**src/rtl/jimmy_core_p.sv**
```systemverilog
// jimmy_core_p: two-cycle (fetch/execute) accumulator-style CPU core with four
// general registers, byte-wide program memory, I/O ports, a hardware call/data
// stack and a sticky stack fault flag.
module jimmy_core_p #(
    parameter int unsigned DW     = 8,
    parameter int unsigned AW     = 8,
    parameter int unsigned NPORT  = 4,
    parameter int unsigned SDEPTH = 16
) (
    input  logic                clk,
    input  logic                reset,
    input  logic [NPORT*DW-1:0] in_port,
    output logic [NPORT-1:0]    in_strobe,
    output logic [NPORT*DW-1:0] out_port,
    output logic [NPORT-1:0]    out_strobe,
    input  logic [7:0]          inst_data_bus,
    output logic [AW-1:0]       inst_address_bus,
    output logic                halted,
    output logic                fault
);
    // Stack entries hold either a data word or a return address.
    localparam int unsigned SW  = (DW > AW) ? DW : AW;
    localparam int unsigned SPW = $clog2(SDEPTH + 1);
    localparam int unsigned SIW = (SDEPTH > 1) ? $clog2(SDEPTH) : 1;

    localparam logic [3:0] FnLdi  = 4'h0;
    localparam logic [3:0] FnCmpi = 4'h1;
    localparam logic [3:0] FnInc  = 4'h2;
    localparam logic [3:0] FnDec  = 4'h3;
    localparam logic [3:0] FnIn   = 4'h4;
    localparam logic [3:0] FnOut  = 4'h5;
    localparam logic [3:0] FnPush = 4'h6;
    localparam logic [3:0] FnPop  = 4'h7;
    localparam logic [3:0] FnJmp  = 4'h8;
    localparam logic [3:0] FnCall = 4'h9;
    localparam logic [3:0] FnRet  = 4'hA;
    localparam logic [3:0] FnBeq  = 4'hB;
    localparam logic [3:0] FnBne  = 4'hC;
    localparam logic [3:0] FnBhi  = 4'hD;
    localparam logic [3:0] FnBcs  = 4'hE;
    localparam logic [3:0] FnHalt = 4'hF;

    typedef enum logic [1:0] {
        StFetch = 2'd0,
        StExec  = 2'd1,
        StHalt  = 2'd2
    } state_e;

    state_e         state;
    logic [AW-1:0]  pc;
    logic [SPW-1:0] sp;
    logic [DW-1:0]  regs [4];
    logic [SW-1:0]  stack [SDEPTH];
    logic [7:0]     ir;
    logic           flag_z, flag_c, flag_n, flag_v;

    logic [3:0]     fn;
    logic [1:0]     a_idx, b_idx;
    logic [DW-1:0]  op_a, op_b, rhs, imm, in_val, res;
    logic [DW:0]    add_ext, sub_ext;
    logic           add_v, sub_v, res_c, res_v;
    logic           wr_en, set_flags, arith;
    logic [AW-1:0]  target, pc_inc;
    logic [SPW-1:0] sp_dec;
    logic [SW-1:0]  stk_top;
    logic           stk_full, stk_empty, single_op, two_byte;

    assign inst_address_bus = pc;

    // Opcodes that carry an operand byte; decided from the byte being fetched.
    always_comb begin
        two_byte = 1'b0;
        if (inst_data_bus[7:6] == 2'b10) begin
            case (inst_data_bus[5:2])
                FnLdi, FnCmpi, FnJmp, FnCall,
                FnBeq, FnBne, FnBhi, FnBcs: two_byte = 1'b1;
                default:                    two_byte = 1'b0;
            endcase
        end
    end

    // Operand selection, ALU and register/flag write decode for EXECUTE.
    always_comb begin
        single_op = (ir[7:6] == 2'b10);
        fn        = ir[5:2];
        a_idx     = ir[7] ? ir[1:0] : ir[3:2];
        b_idx     = ir[1:0];
        op_a      = regs[a_idx];
        op_b      = regs[b_idx];
        imm       = DW'(inst_data_bus);
        target    = inst_data_bus[AW-1:0];
        pc_inc    = pc + 1'b1;
        sp_dec    = sp - 1'b1;
        stk_top   = stack[sp_dec[SIW-1:0]];
        stk_full  = (sp == SPW'(SDEPTH));
        stk_empty = (sp == '0);

        in_val = '0;
        for (int p = 0; p < int'(NPORT); p++) begin
            if (int'(a_idx) == p) in_val = in_port[p*DW +: DW];
        end

        // Single-register arithmetic uses either the immediate or a constant one.
        rhs = op_b;
        if (single_op) rhs = (fn == FnCmpi) ? imm : DW'(1);
        add_ext = {1'b0, op_a} + {1'b0, rhs};
        sub_ext = {1'b0, op_a} - {1'b0, rhs};
        add_v   = (op_a[DW-1] == rhs[DW-1]) && (add_ext[DW-1] != op_a[DW-1]);
        sub_v   = (op_a[DW-1] != rhs[DW-1]) && (sub_ext[DW-1] != op_a[DW-1]);

        res       = '0;
        res_c     = 1'b0;
        res_v     = 1'b0;
        wr_en     = 1'b0;
        set_flags = 1'b0;
        arith     = 1'b0;
        if (!ir[7]) begin
            case (ir[6:4])
                3'd0: begin
                    res = add_ext[DW-1:0]; res_c = add_ext[DW]; res_v = add_v;
                    wr_en = 1'b1; set_flags = 1'b1; arith = 1'b1;
                end
                3'd1: begin
                    res = sub_ext[DW-1:0]; res_c = sub_ext[DW]; res_v = sub_v;
                    wr_en = 1'b1; set_flags = 1'b1; arith = 1'b1;
                end
                3'd2: begin res = op_a & op_b; wr_en = 1'b1; set_flags = 1'b1; end
                3'd3: begin res = op_a | op_b; wr_en = 1'b1; set_flags = 1'b1; end
                3'd4: begin res = op_a ^ op_b; wr_en = 1'b1; set_flags = 1'b1; end
                3'd5: begin res = op_b;        wr_en = 1'b1; set_flags = 1'b1; end
                3'd6: begin
                    res = sub_ext[DW-1:0]; res_c = sub_ext[DW]; res_v = sub_v;
                    set_flags = 1'b1; arith = 1'b1;
                end
                default: ;
            endcase
        end else if (single_op) begin
            case (fn)
                FnLdi: begin res = imm; wr_en = 1'b1; set_flags = 1'b1; end
                FnCmpi, FnDec: begin
                    res = sub_ext[DW-1:0]; res_c = sub_ext[DW]; res_v = sub_v;
                    wr_en = (fn == FnDec); set_flags = 1'b1; arith = 1'b1;
                end
                FnInc: begin
                    res = add_ext[DW-1:0]; res_c = add_ext[DW]; res_v = add_v;
                    wr_en = 1'b1; set_flags = 1'b1; arith = 1'b1;
                end
                FnIn: begin res = in_val; wr_en = 1'b1; set_flags = 1'b1; end
                FnPop: begin
                    res       = stk_top[DW-1:0];
                    wr_en     = !stk_empty;
                    set_flags = !stk_empty;
                end
                default: ;
            endcase
        end
    end

    // Control FSM with all architectural state and registered outputs.
    always_ff @(posedge clk) begin
        if (!reset) begin
            state      <= StFetch;
            pc         <= '0;
            sp         <= '0;
            ir         <= '0;
            flag_z     <= 1'b0;
            flag_c     <= 1'b0;
            flag_n     <= 1'b0;
            flag_v     <= 1'b0;
            out_port   <= '0;
            in_strobe  <= '1;
            out_strobe <= '1;
            halted     <= 1'b0;
            fault      <= 1'b0;
            for (int i = 0; i < 4; i++) regs[i] <= '0;
        end else begin
            case (state)
                StFetch: begin
                    ir         <= inst_data_bus;
                    state      <= StExec;
                    in_strobe  <= '1;
                    out_strobe <= '1;
                    if (two_byte) pc <= pc_inc;
                end
                StExec: begin
                    state <= StFetch;
                    pc    <= pc_inc;
                    if (wr_en) regs[a_idx] <= res;
                    if (set_flags) begin
                        flag_z <= (res == '0);
                        flag_n <= res[DW-1];
                        flag_v <= res_v;
                        if (arith) flag_c <= res_c;
                    end
                    if (single_op) begin
                        case (fn)
                            FnIn: begin
                                for (int p = 0; p < int'(NPORT); p++) begin
                                    if (int'(a_idx) == p) in_strobe[p] <= 1'b0;
                                end
                            end
                            FnOut: begin
                                for (int p = 0; p < int'(NPORT); p++) begin
                                    if (int'(a_idx) == p) begin
                                        out_port[p*DW +: DW] <= op_a;
                                        out_strobe[p]        <= 1'b0;
                                    end
                                end
                            end
                            FnPush: begin
                                if (stk_full) begin
                                    fault <= 1'b1;
                                end else begin
                                    stack[sp[SIW-1:0]] <= SW'(op_a);
                                    sp                 <= sp + 1'b1;
                                end
                            end
                            FnPop: begin
                                if (stk_empty) fault <= 1'b1;
                                else           sp    <= sp_dec;
                            end
                            FnJmp: pc <= target;
                            FnCall: begin
                                if (stk_full) begin
                                    fault <= 1'b1;
                                end else begin
                                    stack[sp[SIW-1:0]] <= SW'(pc_inc);
                                    sp                 <= sp + 1'b1;
                                    pc                 <= target;
                                end
                            end
                            FnRet: begin
                                if (stk_empty) begin
                                    fault <= 1'b1;
                                end else begin
                                    sp <= sp_dec;
                                    pc <= stk_top[AW-1:0];
                                end
                            end
                            FnBeq: if (flag_z)              pc <= target;
                            FnBne: if (!flag_z)             pc <= target;
                            FnBhi: if (!flag_c && !flag_z)  pc <= target;
                            FnBcs: if (flag_c)              pc <= target;
                            FnHalt: begin
                                pc     <= pc;
                                state  <= StHalt;
                                halted <= 1'b1;
                            end
                            default: ;
                        endcase
                    end
                end
                StHalt: begin
                    state      <= StHalt;
                    in_strobe  <= '1;
                    out_strobe <= '1;
                end
                default: begin
                    state <= StFetch;
                    pc    <= '0;
                end
            endcase
        end
    end

endmodule
```
**config.mk**
```make
export PLATFORM = sky130hd
export DESIGN_NAME = jimmy_core_p
export DESIGN_NICKNAME = d
export VERILOG_FILES = /design/src/rtl/jimmy_core_p.sv
export SDC_FILE = /design/constraint.sdc
export NUM_CORES = 1
export LEC_CHECK = 0
export CORE_MARGIN = 5
export CORE_UTILIZATION = 50
export DETAILED_ROUTE_END_ITERATION = 10
export PLACE_DENSITY_LB_ADDON = 0.1
export SETUP_SLACK_MARGIN = 0.1
export SYNTH_ARGS = -nofsm -noshare
export SYNTH_HDL_FRONTEND = slang
export SYNTH_SLANG_ARGS = --single-unit
export TNS_END_PERCENT = 50
```
**constraint.sdc**
```tcl
create_clock -name clk -period 7.9 [get_ports clk]
set_input_delay 0.79 -clock clk [delete_from_list [all_inputs] [get_ports clk]]
set_output_delay 0.79 -clock clk [all_outputs]
set_load 0.05 [all_outputs]
```
; ---- Yosys cells after proc, flatten, opt, wreduce, memory -nomap -nowiden
; Memories as Yosys holds them, arrays and structs flattened. A register that Yosys moved wholly into a read port is not among the register bits.
; Cells that the tools add are included.
[word_totals]
reg_bits = 67
ramBits = 160
romBits = 16
input_bits = 42
out_inout_bits = 50
wordCells = 196
n_memories = 3
[mem_list]
columns = name, depth, word_bits, read_ports, rd_clocked_by_memory_dff, wr, line
row1 = stack, 16, 8, 1, 0, 1, 53  ; logic [SW-1:0] stack [SDEPTH];
row2 = regs, 4, 8, 2, 1, 4, 52  ; logic [DW-1:0] regs [4];
row3 = (no name shown), 16, 1, 1, 0, 0, 74  ; case (inst_data_bus[5:2])
[op_classes]
n_addsub = 5
eq_ne = 42
n_mux = 79
bitwise = 5
reduce_logical = 42
[op_table]
columns = cell, n
row1 = $mux W8, 18
row2 = $pmux W8 S8, 1
row3 = $pmux W8 S6, 1
row4 = $reduce_and A4 Y1, 12
row5 = $pmux W8 S5, 1
row6 = $mux W1, 36
row7 = $eq A4 B4 Y1 const B, 8
row8 = $pmux W8 S3, 1
row9 = $eq A4 B3 Y1 const B, 4
row10 = $mux W4, 4
row11 = $ne A2 B2 Y1 const B, 8
row12 = $pmux W4 S2, 2
row13 = $mux W2, 6
row14 = $eq A2 B2 Y1 const B, 5
row15 = $mux W5, 2
row16 = $pmux W5 S2, 1
row17 = $reduce_and A5 Y1, 2
row18 = $reduce_or A2 Y1, 5
row19 = $add A8 B8 Y9, 1
row20 = $eq A3 B3 Y1 const B, 3
row21 = $reduce_and A3 Y1, 3
row22 = $reduce_or A3 Y1, 3
row23 = $sub A8 B8 Y9, 1
row24 = $add A8 B1 Y8 const B, 1
row25 = 31 further kinds, 44

; ---- Depth between registers and ports, before layout
[logic_depth]
ltp_word = 11
mapped_depth = 16
depth_no_buf = 14

; ---- Least setup slack after synthesis
; No wires, ideal clock.
[synth_timing]
path_type = reg2reg
start = register ir[7]
end = memory regs[2][3] (data pin)
setup_time_ns = 0.257
t_arrival_ns = 4.103
t_required_ns = 7.643
setup_slack_ns = 3.540
stages_incl_launch_ff = 16
path_buffers = 4
period_less_slack_ns = 4.360
cell_sequence = dfxtp_1 clkbuf_1 mux2i_1 clkbuf_1 buf_1 mux4_2 ha_1 buf_2 nor3_1 nor3_1 xnor2_1 mux4_2 or2_2 a32oi_1 or2_1 nor2_1
[synth_rtl]
columns = element, line
row1 = "start, declared", 54  ; logic [7:0] ir;
row2 = "start signal, assigned", 179  ; ir <= inst_data_bus;
row3 = "end, declared", 52

==> impl_metrics.env <==
export IMPL_status="finished clean"
export IMPL_crit_path_cell_trace="or3b_1 > nor3_1 > a22oi_1 > ha_1 > fa_1 > nor2_1 > o31ai_1 > xnor2_1 > mux4_2 > mux2i_1 > o221ai_1 > nor2b_1 > and2_1"
export IMPL_drt_wirelength_per_cell_um=24.0
export IMPL_wirelength_mm=36.5
export IMPL_worst_path_buf_inv=0
export IMPL_sink_count_of_the_clock_tree=229
export IMPL_max_freq_ghz=0.195
export IMPL_power_share_clock_pct=37.3
export IMPL_initial_core_util_pct=50.5
export IMPL_clock_latency_ns=0.54
export IMPL_synth_nets=1182
export IMPL_p_int_w=0.00225
export IMPL_synth_edff_count=160
export IMPL_drive_above_1_share_pct=11.4
export IMPL_r2r_worst_path_cells=13
export IMPL_finish_net_count=1267
export IMPL_cts_made_buffers=24
export IMPL_worst_endpoint_required_ns=8.18
export IMPL_crit_path_time_final_ns=5.14
export IMPL_synth_area_leaders="sky130_fd_sc_hd__edfxtp_1, sky130_fd_sc_hd__dfxtp_1, sky130_fd_sc_hd__mux4_2, sky130_fd_sc_hd__nor2_1, sky130_fd_sc_hd__ha_1"
export IMPL_pin_count_of_the_biggest_net_entering_global_routing=55
export IMPL_grt_first_pass_wirelength_mm=56.2
export IMPL_grt_antenna_before_repair=0
export IMPL_ant_nets=0
export IMPL_h_tree_levels=1
export IMPL_avgSynthCellArea_um2=11.1
export IMPL_drt_initial_drc_count=1020
export IMPL_final_setup_skew_ns=0.0134
export IMPL_min_period_over_period_pct=65.0
export IMPL_n_antenna_cell=0
export IMPL_vias=9378
export IMPL_cts_clk_slew_worst_paths_ns=0.06
export IMPL_netlist_top_cell_by_area="sky130_fd_sc_hd__edfxtp_1"
export IMPL_regToRegStartpoint="ir[2]"
export IMPL_post_cts_repair_setup_buffers=0
export IMPL_worstHoldPathType="reg -> reg"
export IMPL_sequentialPowerShare_pct=43.2
export IMPL_clock_buffer_depth=3
export IMPL_netlist_area_mm2=0.0122
export IMPL_synth_largest_type_area_fraction_pct=39.2
export IMPL_critical_path_class="reg -> reg"
export IMPL_power_switching_w=0.000867
export IMPL_slew_violations=0
export IMPL_globalRouteTotalUtil_pct=25.8
export IMPL_grt_ovfl_total=0
export IMPL_placementRows=57
export IMPL_design_die_area_mm2=0.0277
export IMPL_ys_flop_type="sky130_fd_sc_hd__edfxtp_1"
export IMPL_leakage_power_nw=4.99
export IMPL_slowest_stage_cell_on_the_critical_path="sky130_fd_sc_hd__nor3_1"
export IMPL_async_reset_ff_share_pct=0
export IMPL_syn2layout_area_growth_pct=17.1
export IMPL_sw_frac_of_total_pct=27.8
export IMPL_number_of_top_level_pins=92
export IMPL_cts_hold_repair_buffers=0
export IMPL_number_of_iterations_in_the_first_detailed_routing_pass=5
export IMPL_synth_seq_area_share_pct=50.5
export IMPL_worst_path_dominant_cell_family="simple AND/OR/NAND/NOR gates"
export IMPL_via_count_of_the_first_global_routing_pass=9116
export IMPL_drcViolationCount=0
export IMPL_drv_max_cap_violation_count=0
export IMPL_tritoncts="built"
export IMPL_cts_root_buffer_cell="sky130_fd_sc_hd__clkbuf_16"
export IMPL_yosys_cell_types_count=76
export IMPL_r2r_slack_ns=2.76
export IMPL_synthesis_instances=1099
export IMPL_post_drt_via_cell_ratio=6.15
export IMPL_floorplan_core_area_mm2=0.0242
export IMPL_relSlewSlack_pct=24.4
export IMPL_place_congestion=1.02
export IMPL_setup_violations_final=0
export IMPL_worst_slew_pin_transition_ns=1.13
export IMPL_hold_path_startpoint="halted"
export IMPL_die_height_um=167
export IMPL_combPwrFrac_pct=19.5
export IMPL_dpl_cell_count=1482
export IMPL_dp_hpwl_mm=26.1
export IMPL_finalHoldViolations=0
export IMPL_die_x_extent_um=167
export IMPL_power_density_mw_per_mm2=217
export IMPL_whs_endpoint="halted"
export IMPL_grt_setup_unrepaired="false"
export IMPL_crit_path_start_kind="register"
export IMPL_synth_seq_cells=229
export IMPL_cp_slowest_stage_delay_ns=0.85
export IMPL_ys_warn_count=0
export IMPL_min_path_cells=2
export IMPL_layout_cells_non_filler=1525
export IMPL_cp_data_arrival_time_ns=5.42
export IMPL_numPortBuffers=91
export IMPL_post_cts_resized_instances=0
export IMPL_peak_ir_drop_on_the_vdd_network_v=0.000198
export IMPL_final_setup_tns_ns=0
export IMPL_timing_rr_end="regs[1][4]"
export IMPL_critical_path_peak_fanout=22
export IMPL_critPathCaptureType="register"
per-layer routing:
metal  track usage, %  part of all wire (%)
met5                0                     0
met2             39.1                    44
met4             6.51                   2.4
met3             5.05                   8.7
met1             38.7                    44
worst max-delay path by stage:
stage | slack [ns] | cells past startpoint | endpoint | startpoint
finish | 2.76 | 13 | regs[1][4] | ir[2]
global placement | 3.13 | 13 | regs[0][3] | ir[2]
floorplan | 3.54 | 15 | regs[2][3] | ir[7]
CTS | 2.86 | 13 | regs[1][4] | ir[2]
global route | 2.51 | 13 | regs[1][4] | ir[2]
detailed placement | 2.87 | 13 | regs[1][4] | ir[2]
state kept, by name (all words and copies together) (netlist names), named ones only:
| signal | count |
|---|---|
| fault | 1 |
| flag_c | 1 |
| flag_z | 1 |
| halted | 1 |
| in_strobe | 4 |
| inst_address_bus | 8 |
| ir | 8 |
| out_port | 32 |
| out_strobe | 4 |
| regs | 32 |
| sp | 5 |
| stack | 128 |
| state | 2 |
cell type report:
type                    count  area [µm²]
fillers                  2061        9910
flip-flops and latches    229        6190
multi-input cells         766        5640
repair buffers            118        1110
clock buffers              33         674
well taps                 324         405
inverters                  45         169
clock inverters            10         151
through the flow:
step	instance area [µm²]	total power [W]	util, %	setup slack [ns]	hold WS, ns
finish	14300	0.00312	59.1	2.76	0.468
global route	14300	0.00325	59.1	2.51	0.499
CTS	14300	0.00313	59.1	2.86	0.471
detailed placement	13500	0.00196	55.7	2.87	0.454
global placement	13500	0.00196	55.7	3.13	0.449
floorplan	12200	0.00176	-	3.54	0.480
cell usage in the layout (no fill, tap or decap), types with 17 or more instances in the layout:
cell type	instances
sky130_fd_sc_hd__mux4_2	55
sky130_fd_sc_hd__nor2b_1	20
sky130_fd_sc_hd__clkbuf_16	24
sky130_fd_sc_hd__ha_1	39
sky130_fd_sc_hd__edfxtp_1	160
sky130_fd_sc_hd__dfxtp_1	68
sky130_fd_sc_hd__mux2i_1	28
sky130_fd_sc_hd__buf_4	27
sky130_fd_sc_hd__clkdlybuf4s50_1	91
sky130_fd_sc_hd__nor3_1	25
sky130_fd_sc_hd__a21oi_1	64
sky130_fd_sc_hd__nand2_1	84
sky130_fd_sc_hd__nor2_1	148
sky130_fd_sc_hd__nand2b_1	18
sky130_fd_sc_hd__o21ai_0	55
sky130_fd_sc_hd__a211oi_1	17
sky130_fd_sc_hd__inv_1	43
tightest hold or removal path: cells and delay by family, from the launching register on:
family        cells  cell delay, ns
flops             1            0.32
simple gates      2            0.12
power groups by stage:
stage,logic [W],registers (W),clock network [W]
floorplan,0.000390,0.00137,0
global placement,0.000591,0.00137,0
detailed placement,0.000590,0.00137,0
CTS,0.000595,0.00135,0.00118
global route,0.000651,0.00135,0.00125
finish,0.000608,0.00135,0.00116
cells in the mapped netlist (all sizes together), types with 5 or more instances:
cell type  count
dfxtp         69
and2          16
o21ai         58
nor3          26
a32o           5
mux2i         29
or3            7
nand2b        18
nand2         84
mux4          55
nand3         16
a221oi         6
o21a           6
ha            39
nor2b         20
xnor2         13
or2           11
a21oi         64
xor2           5
clkbuf        37
o211ai         7
o22ai         11
nor4           5
o31ai          9
a211oi        17
inv           45
a31oi          9
edfxtp       160
and3           7
buf           22
nor2         148
a22oi         14
kinds of logic after synthesis:
kind of cell	Yosys count	share of synthesized area [%]
AOI/OAI and AO/OA	246	13.2
xor gates and xnor gates	18	1.41
adders and majority gates	41	4.31
buffers and inverters	104	3.51
DFF	229	50.5
muxes	86	12.7
and+or+nand+nor	375	14.4
(Power assumes the default switching activity.)
